<file path="config.mk">
export PLATFORM = sky130hd
export DESIGN_NAME = load_queue_mw
export DESIGN_NICKNAME = d
export VERILOG_FILES = /design/src/rtl/load_queue_mw.sv
export SDC_FILE = /design/constraint.sdc
export NUM_CORES = 1
export LEC_CHECK = 0
export CAP_MARGIN = 0
export CORE_ASPECT_RATIO = 1.5
export CORE_MARGIN = 1
export CORE_UTILIZATION = 47
export CTS_BUF_LIST = sky130_fd_sc_hd__clkbuf_4
export CTS_CLUSTER_SIZE = 14
export DETAILED_ROUTE_END_ITERATION = 16
export PLACE_DENSITY = 0.66
export SLEW_MARGIN = 20
export SYNTH_ARGS = -nofsm -noshare
export SYNTH_HDL_FRONTEND = slang
export SYNTH_SLANG_ARGS = --single-unit
</file>
<file path="constraint.sdc">
create_clock -name clock -period 6.4 [get_ports clock]
set_input_delay 0.96 -clock clock [delete_from_list [all_inputs] [get_ports clock]]
set_output_delay 0.96 -clock clock [all_outputs]
set_load 0.01 [all_outputs]
</file>
<file path="src/rtl/load_queue_mw.sv">
// In-order load queue: WAYS-wide allocate, one cache request per handshake, in-order retire.
// Optional flush port and in-flight response drop counter when LOAD_QUEUE_FLUSH_EN is defined.
module load_queue_mw #(
  parameter int DEPTH   = 8,
  parameter int WAYS    = 2,
  parameter int ADDR_W  = 32,
  parameter int DATA_W  = 32,
  parameter int TAG_W   = 8,
  parameter int MAX_OUT = 4
) (
  input  logic                       clock,
  input  logic                       reset,
`ifdef LOAD_QUEUE_FLUSH_EN
  input  logic                       flush,
`endif
  input  logic [WAYS-1:0]            wr_en,
  input  logic [WAYS*ADDR_W-1:0]     wr_addr,
  input  logic [WAYS*3-1:0]          wr_size,
  input  logic [WAYS*TAG_W-1:0]      wr_tag,
  output logic                       wr_ready,
  output logic                       req_valid,
  input  logic                       req_ready,
  output logic [ADDR_W-1:0]          req_addr,
  output logic [2:0]                 req_size,
  input  logic                       resp_valid,
  input  logic [DATA_W-1:0]          resp_data,
  output logic                       out_valid,
  input  logic                       out_ready,
  output logic [DATA_W-1:0]          out_data,
  output logic [TAG_W-1:0]           out_tag,
  output logic [2:0]                 out_size,
  output logic [$clog2(DEPTH):0]     count,
  output logic                       empty
);
  localparam int PTR_W = $clog2(DEPTH);
  localparam int CNT_W = PTR_W + 1;
  localparam int OUT_W = $clog2(MAX_OUT + 1);

  logic [ADDR_W-1:0] addr_q [DEPTH];
  logic [2:0]        size_q [DEPTH];
  logic [TAG_W-1:0]  tag_q  [DEPTH];
  logic [DATA_W-1:0] data_q [DEPTH];
  logic [DEPTH-1:0]  issued_q, done_q;
  logic [PTR_W-1:0]  head_q, iss_q, tail_q, rsp_q;
  logic [CNT_W-1:0]  count_q;
  logic [OUT_W-1:0]  outst_q;

  logic flush_c;
  logic drop_busy;
`ifdef LOAD_QUEUE_FLUSH_EN
  logic [OUT_W-1:0] drop_q;
  assign flush_c   = flush;
  assign drop_busy = (drop_q != '0);
`else
  assign flush_c   = 1'b0;
  assign drop_busy = 1'b0;
`endif

  logic             full, accept, issue_fire, resp_fire, pop;
  logic [CNT_W-1:0] n_wr;
  logic [PTR_W-1:0] lane_slot [WAYS];

  // Compact the set lanes in lane order starting at tail.
  always_comb begin
    n_wr = '0;
    for (int i = 0; i < WAYS; i++) begin
      lane_slot[i] = tail_q + n_wr[PTR_W-1:0];
      if (wr_en[i]) n_wr = n_wr + CNT_W'(1);
    end
  end

  assign full       = (count_q == CNT_W'(DEPTH));
  assign empty      = (count_q == '0);
  assign count      = count_q;
  assign wr_ready   = (CNT_W'(DEPTH) - count_q) >= CNT_W'(WAYS);
  assign accept     = wr_ready && !flush_c;
  assign req_valid  = ((iss_q != tail_q) || full) && !issued_q[iss_q]
                      && (outst_q < OUT_W'(MAX_OUT)) && !drop_busy;
  assign issue_fire = req_valid && req_ready;
  assign resp_fire  = resp_valid && (outst_q != '0) && !drop_busy;
  assign out_valid  = !empty && done_q[head_q];
  assign pop        = out_valid && out_ready && !flush_c;

  assign req_addr = req_valid ? addr_q[iss_q] : '0;
  assign req_size = req_valid ? size_q[iss_q] : '0;
  assign out_data = out_valid ? data_q[head_q] : '0;
  assign out_tag  = out_valid ? tag_q[head_q]  : '0;
  assign out_size = out_valid ? size_q[head_q] : '0;

  always_ff @(posedge clock) begin
    for (int i = 0; i < WAYS; i++) begin
      if (accept && wr_en[i]) begin
        addr_q[lane_slot[i]] <= wr_addr[i*ADDR_W +: ADDR_W];
        size_q[lane_slot[i]] <= wr_size[i*3 +: 3];
        tag_q[lane_slot[i]]  <= wr_tag[i*TAG_W +: TAG_W];
      end
    end
    if (resp_fire) data_q[rsp_q] <= resp_data;
  end

  always_ff @(posedge clock) begin
    if (reset || flush_c) begin
      head_q   <= '0;
      iss_q    <= '0;
      tail_q   <= '0;
      rsp_q    <= '0;
      count_q  <= '0;
      outst_q  <= '0;
      issued_q <= '0;
      done_q   <= '0;
    end else begin
      if (accept) tail_q <= tail_q + n_wr[PTR_W-1:0];
      if (issue_fire) begin
        issued_q[iss_q] <= 1'b1;
        iss_q           <= iss_q + PTR_W'(1);
      end
      if (resp_fire) begin
        done_q[rsp_q] <= 1'b1;
        rsp_q         <= rsp_q + PTR_W'(1);
      end
      // A popped head is always done, so it never aliases iss or rsp here.
      if (pop) begin
        done_q[head_q]   <= 1'b0;
        issued_q[head_q] <= 1'b0;
        head_q           <= head_q + PTR_W'(1);
      end
      count_q <= count_q + (accept ? n_wr : '0) - CNT_W'(pop);
      outst_q <= outst_q + OUT_W'(issue_fire) - OUT_W'(resp_fire);
    end
  end

`ifdef LOAD_QUEUE_FLUSH_EN
  // Requests still in the cache at flush time must have their responses swallowed.
  always_ff @(posedge clock) begin
    if (reset) begin
      drop_q <= '0;
    end else if (flush_c) begin
      drop_q <= drop_q + outst_q + OUT_W'(issue_fire)
                - OUT_W'(resp_valid && (drop_busy || outst_q != '0));
    end else if (drop_busy && resp_valid) begin
      drop_q <= drop_q - OUT_W'(1);
    end
  end
`endif

endmodule

</file>
==> out/metrics.yaml, run 1 <==
synthesis:
  synth_top_area_share_pct: 61.7
  synthDistinctLibCells: 44
  yosysMostFrequentCell: "edfxtp_1"
  async_flop_share_pct: 0
  synth_area_um2: 29200
  yosysSeqAreaShare_pct: 64.5
  yosys_register_bits: 641
  synth_cells: 1610
  synthTopCellsByCount: "edfxtp_1 (600), mux2_2 (345), mux4_2 (156), nor2_1 (101), mux2i_1 (88)"
  avgSynthCellArea_um2: 18.1
  synth.area.top_cells: "edfxtp_1 (62%), mux2_2 (13%), mux4_2 (12%), mux2i_1 (3.0%), dfxtp_1 (2.8%)"
  mappedNetlistNets: 1756
  synth_area_leader_cell: "edfxtp_1"
  yosys_warnings: 0
  synth-edff-count: 600
  synth_ff_type: "edfxtp_1"
routing:
  drt-pass1-iter-count: 5
  drc: 0
  vias: 16200
  totalWireLength_um: 70600
  route.met3.wl_um: 4390
  route.met2.wl_um: 37500
  via_per_inst: 5.73
  ant_nets: 0
  maxUsedRoutingLayer: "met5"
  wl_met1_um: 26700
  drtIter0Drc: 877
  wl_per_cell_um: 25.0
floorplanning:
  ios: 211
  num_rows: 111
  die_h_um: 307
  coreArea_um2: 61200
  start_util_pct: 47.7
  die_x_um: 205
  die-area_um2: 63100
grt:
  antenna_found_initial: 11
  grt_overflow_total: 0
  grt_max_degree: 68
  grt_pass1_wl_um: 106000
  grt_pass1_vias: 17700
  grt_usage_pct: 22.9
timing:
  skew_ps: 44.7
  period_minus_slack_ps: 4890
  hold_violations: 0
  rsz0062_at_grt: "no"
  setup_viol: 0
  layout_setup_ws_ps: 1510
  tns_ps: 0
  slew_violations: 0
  fin_crit_sh_pct: 76.4
  worst_pin_slew_ps: 1100
  fmax_mhz: 205
  relSlewSlack_pct: 26.8
  whs_ps: 468
clock_network:
  path_clk_slew_ps: 60
  cts_setup_buffers: 0
  cts_tree: "yes"
  clock-sinks: 641
  cts_resized: 0
  htreeDepth: 4
  cts_buffer_depth: 3
  ctsHoldBuffers: 0
  cts-root-buf: "clkbuf_4"
  insertion_delay_ps: 890
  cts_buffers: 156
pwr:
  p_leak_nw: 11.0
  fin_total_pwr_mw: 13.1
  power_density_nw_per_um2: 384
  ir_worst_vdd_uv: 326
run_status:
  status: "finished clean"
layout:
  syn2layout_area_growth_pct: 17.3
  nets: 2059
  drive_gt1_share_pct: 40.1
  final_util_pct: 55.9
hold_path:
  min_from: "issued_q[0]"
  hold_depth: 1
  hold_end: "issued_q[0]"
  hold_class: "flop to flop"
setup_path:
  regToRegStartpoint: "count[0]"
  end_kind: "output port"
  crit_fanout: 30
  critPathLaunchType: "flop"
  reg2reg_to: "tag_q[7][4]"
  cp.required_ps: 5440
  arrival_ps: 3930
  r2r_cells: 8
  crit_type: "flop to output port"
  ff2ff_setup_slack_ps: 2600
flow_run:
  drv_cap: 0
placed_design:
  port_buffers: 210
  hpwlAfterDp_um: 39800
  gp_congestion: 0.792
  place_ws_ps: 1830
==> worst max-delay path, cell delays in order (launching register included) <==
cell	delay, ps
dfxtp_1	540
mux2i_1	130
a32o_1	290
nor2_1	120
nand3_2	710
nor2_1	600
clkdlybuf4s50_1	620
==> per-layer routing <==
metal,up-vias,track usage (%)
met1,8299,26.3
met5,-,0
li1,7199,-
met2,502,40.6
met4,20,9.13
met3,151,5.60
==> where the power goes <==
| part | leakage, nW | switching (mW) | internal [mW] |
|---|---|---|---|
| logic | 4.03 | 2.17 | 1.96 |
| clock network | 1.19 | 1.61 | 1.71 |
| registers | 5.80 | 0.278 | 5.41 |
==> cell type report <==
class,instances,area [um^2]
Fill cell,4915,27000
Timing Repair Buffer,242,2370
Inverter,23,86.3
Clock buffer,234,1760
Clock inverter,43,196
Multi-Input combinational cell,849,9990
Sequential cell,641,18900
Antenna cell,1,2.50
Tap cell,791,990
==> stage by stage <==
| step | cells | area, um^2 |
|---|---|---|
| 3_5_place_dp | 2545 | 32300 |
| 4_1_cts | 2822 | 34200 |
| 2_1_floorplan | 1610 | 29200 |
| 5_1_grt | 2824 | 34200 |
| 3_3_place_gp | 2545 | 32300 |
| 6_report | 2824 | 34200 |
==> cells by family after synthesis <==
logic type,count (synthesis),synth area share [%]
xor+xnor,12,0.360
simple gates,171,2.64
compound gates,56,1.32
flops,641,64.5
mux,589,28.4
fa+ha+maj,21,0.977
buf+inv,120,1.83
==> worst max path at each step <==
stage	end	depth (start not counted)	startpoint	slack (ps)
after detailed placement	addr_q[1][2]	8	wr_en[0]	1830
after CTS	out_tag[6]	6	head_q[1]	1320
after floorplan	addr_q[3][0]	7	count[0]	850
after global placement	addr_q[1][2]	8	wr_en[0]	1910
after global routing	out_tag[6]	6	head_q[1]	1210
final	out_tag[6]	6	head_q[1]	1510
==> cells in the final DEF (no fill, tap or decap), types with 5 or more instances in the layout <==
cell type        synthesis  routed
nor2_4                   0       6
inv_2                    0       5
buf_4                    1      29
nand2b_1                 9       9
inv_1                   23      23
clkinv_1                 0      30
nand3_1                  6       5
mux4_2                 156     156
edfxtp_1               600     600
a31oi_1                  6       6
o21a_1                  16      16
dfxtp_1                 41      35
a21oi_1                  9       9
ha_1                    18      18
nor3_1                  15      13
clkinv_2                 0       7
xnor2_1                  5       5
nor2b_1                  8       8
nand2_1                 16      14
xor2_1                   7       7
clkdlybuf4s50_1          0     209
mux2_2                 345     345
nor2_1                 101      95
mux2i_1                 88      88
clkbuf_4                 0     234
==> state kept, by name, summed over array words and instances, names as in the netlist, named ones only <==
| signal | flops |
|---|---|
| tag_q | 64 |
| done_q | 8 |
| outst_q | 3 |
| data_q | 256 |
| issued_q | 8 |
| iss_q | 3 |
| head_q | 3 |
| addr_q | 256 |
| size_q | 24 |
| count | 4 |
| tail_q | 3 |
| rsp_q | 3 |
No activity file was read; power rests on OpenSTA's default activity.
==> inputs of run 2 (changes only) <==
Settings changed: PLACE_DENSITY 0.66 to 0.69.
Clock period 6.4 ns to 4.27 ns, I/O delays scaled along.
==> run 2 against run 1 <==
Via count increased by 0.95%. Final area increased by 1.2%. Die area unchanged. Sequential power increased by 49%. Critical path depth unchanged. First-iteration DRC count increased by 1.3%. Routed wire length decreased by 1.0%. Setup slack got worse by 1300 ps. Combinational power increased by 54%. Register-to-register slack got worse by 1600 ps. Core utilization increased by 0.67 points. Largest power group unchanged.
==> out/metrics.yaml, run 2 (synthesized netlist as in run 1, its figures left out) <==
layout:
  syn2layout_area_growth_pct: 18.7
  nets: 2083  # +1.2%
  final_common_cell: "edfxtp_1"
  final_util_pct: 56.6  # +0.67 points
  instances_no_fill: 2841  # +0.60%
  drive_gt1_share_pct: 40.9  # +0.86 points
  most-common-layout-cells: "edfxtp_1 (600), mux2_2 (345), clkbuf_4 (225)"
grt:
  antenna_found_initial: 10  # -1
  grt_usage_pct: 22.8  # -0.15 points
  grt_pass1_vias: 17800  # +0.71%
  grt_overflow_total: 0  # unchanged
  grt_pass1_wl_um: 106000  # -0.27%
  grt_max_degree: 50  # -26%
clock_network:
  path_clk_slew_ps: 70  # about the same
  clock-sinks: 641  # unchanged
  cts_tree: "yes"
  ctsHoldBuffers: 0  # unchanged
  cts_buffer_depth: 3  # unchanged
  cts-root-buf: "clkbuf_4"
  htreeDepth: 4  # unchanged
  cts_buffers: 154  # -1.3%
  insertion_delay_ps: 900  # about the same
pwr:
  p_comb_share_pct: 32.0  # +0.6 points
  p_int_mw: 13.9  # +53%
  seq_power_share_pct: 42.6  # -0.7 points
  power_density_nw_per_um2: 575  # +50%
  fin_total_pwr_mw: 19.9  # +52%
  ir_worst_vdd_uv: 447  # +37%
  pwr-share-clk_pct: 25.4  # about the same
  p_leak_nw: 11.2  # +1.7%
  switching_share_pct: 30.5  # -0.40 points
  switchingPower_mw: 6.08  # +50%
timing:
  setup_viol: 0  # unchanged
  fin_crit_sh_pct: 95.0
  slew_violations: 0  # unchanged
  worst_pin_slew_ps: 1040  # -58.5 ps
  hold_violations: 0  # unchanged
  fmax_mhz: 247
  skew_ps: 55.1  # +10.3 ps
  period_minus_slack_ps: 4060
  rsz0062_at_grt: "no"
  relSlewSlack_pct: 30.4  # +3.6 points
setup_path:
  cp_cell_sequence: "inv_1 > ha_1 > a2111oi_0 > or4_4 > nor2_1 > clkdlybuf4s50_1"
  worst-path-buf-inv: 2  # +1
  end_kind: "output port"
  crit_family: "simple AND/OR/NAND/NOR gates"
  critPathSlowestCell: "or4_4"
  cp.required_ps: 3630  # -1810 ps
  arrival_ps: 3420  # -510 ps
  ff2ff_setup_slack_ps: 1040  # -1560 ps
  slowest_delay_ps: 640  # -70 ps
  critPathLaunchType: "flop"
  crit_fanout: 49  # +63%
  crit_type: "flop to output port"
flow_run:
  drv_cap: 0  # unchanged
placed_design:
  hpwlAfterDp_um: 41100  # +3.3%
  port_buffers: 210  # unchanged
  gp_congestion: 0.814  # +2.7%
  dp_cells: 2571  # +1.0%
floorplanning:
  start_util_pct: 47.7  # unchanged
  die_x_um: 205  # unchanged
  num_rows: 111  # unchanged
  die-area_um2: 63100  # unchanged
  ios: 211  # unchanged
  die_h_um: 307  # unchanged
  coreArea_um2: 61200  # unchanged
routing:
  drc: 0  # unchanged
  vias: 16300  # +0.95%
  drtIter0Drc: 888  # +1.3%
  wl_per_cell_um: 24.6  # -1.6%
  totalWireLength_um: 69900  # -1.0%
  via_per_inst: 5.75  # +0.34%
  drt-pass1-iter-count: 5  # unchanged
  ant_nets: 0  # unchanged
hold_path:
  hold_class: "input port to flop"
run_status:
  status: "finished clean"
run 2: through the flow:
step	cell area [um^2]	TNS [ps]	hold slack [ps]	setup WS (ps)
floorplan	29200	-5720	440	-38.6
global placement	32600	0	450	667
detailed placement	32600	0	454	676
CTS	34600	0	353	6.75
global route	34700	0	412	3.64
finish	34700	0	456	214
run 2: path summary, 6_finish.rpt:
path	from	to	cells after the start
worst max-delay path	count[0]	req_addr[7]	6
worst min-delay path	resp_data[21]	data_q[5][21]	1
worst max register to register	count[1]	addr_q[7][19]	8
worst min register to register	issued_q[7]	issued_q[7]	1
run 2: final cells by class:
class                           count  area [um^2]
Inverter                           23         86.3
Antenna cell                        2         5.00
Clock inverter                     42          303
Sequential cell                   641        18900
Multi-Input combinational cell    849         9990
Fill cell                        4885        26600
Tap cell                          791          990
Clock buffer                      225         1690
Timing Repair Buffer              268         2740
run 2: timing repair:
| action | in CTS | in global routing |
|---|---|---|
| hold endpoints to repair | 0 | 0 |
| buffers inserted | 0 | 1 |
| endpoints found under the setup margin | 4 | 8 |
| pin swaps | 1 | 1 |
| gates resized for setup | 4 | 1 |
run 2: power groups by stage:
stage / sequential (mW) / clock, mW / combinational [mW]
4_1_cts: 8.55 / 5.21 / 6.42
3_3_place_gp: 8.62 / 0 / 6.31
6_report: 8.50 / 5.06 / 6.38
3_5_place_dp: 8.68 / 0 / 6.39
5_1_grt: 8.59 / 5.48 / 6.84
2_1_floorplan: 8.47 / 0 / 3.91
run 2: per-layer routing:
layer	vias to the layer above	GRT usage [%]	wire length, um
met5	-	0	100
met4	16	8.42	1790
met3	137	5.08	4060
met2	492	40.6	37000
met1	8420	26.5	27000
li1	7259	-	-
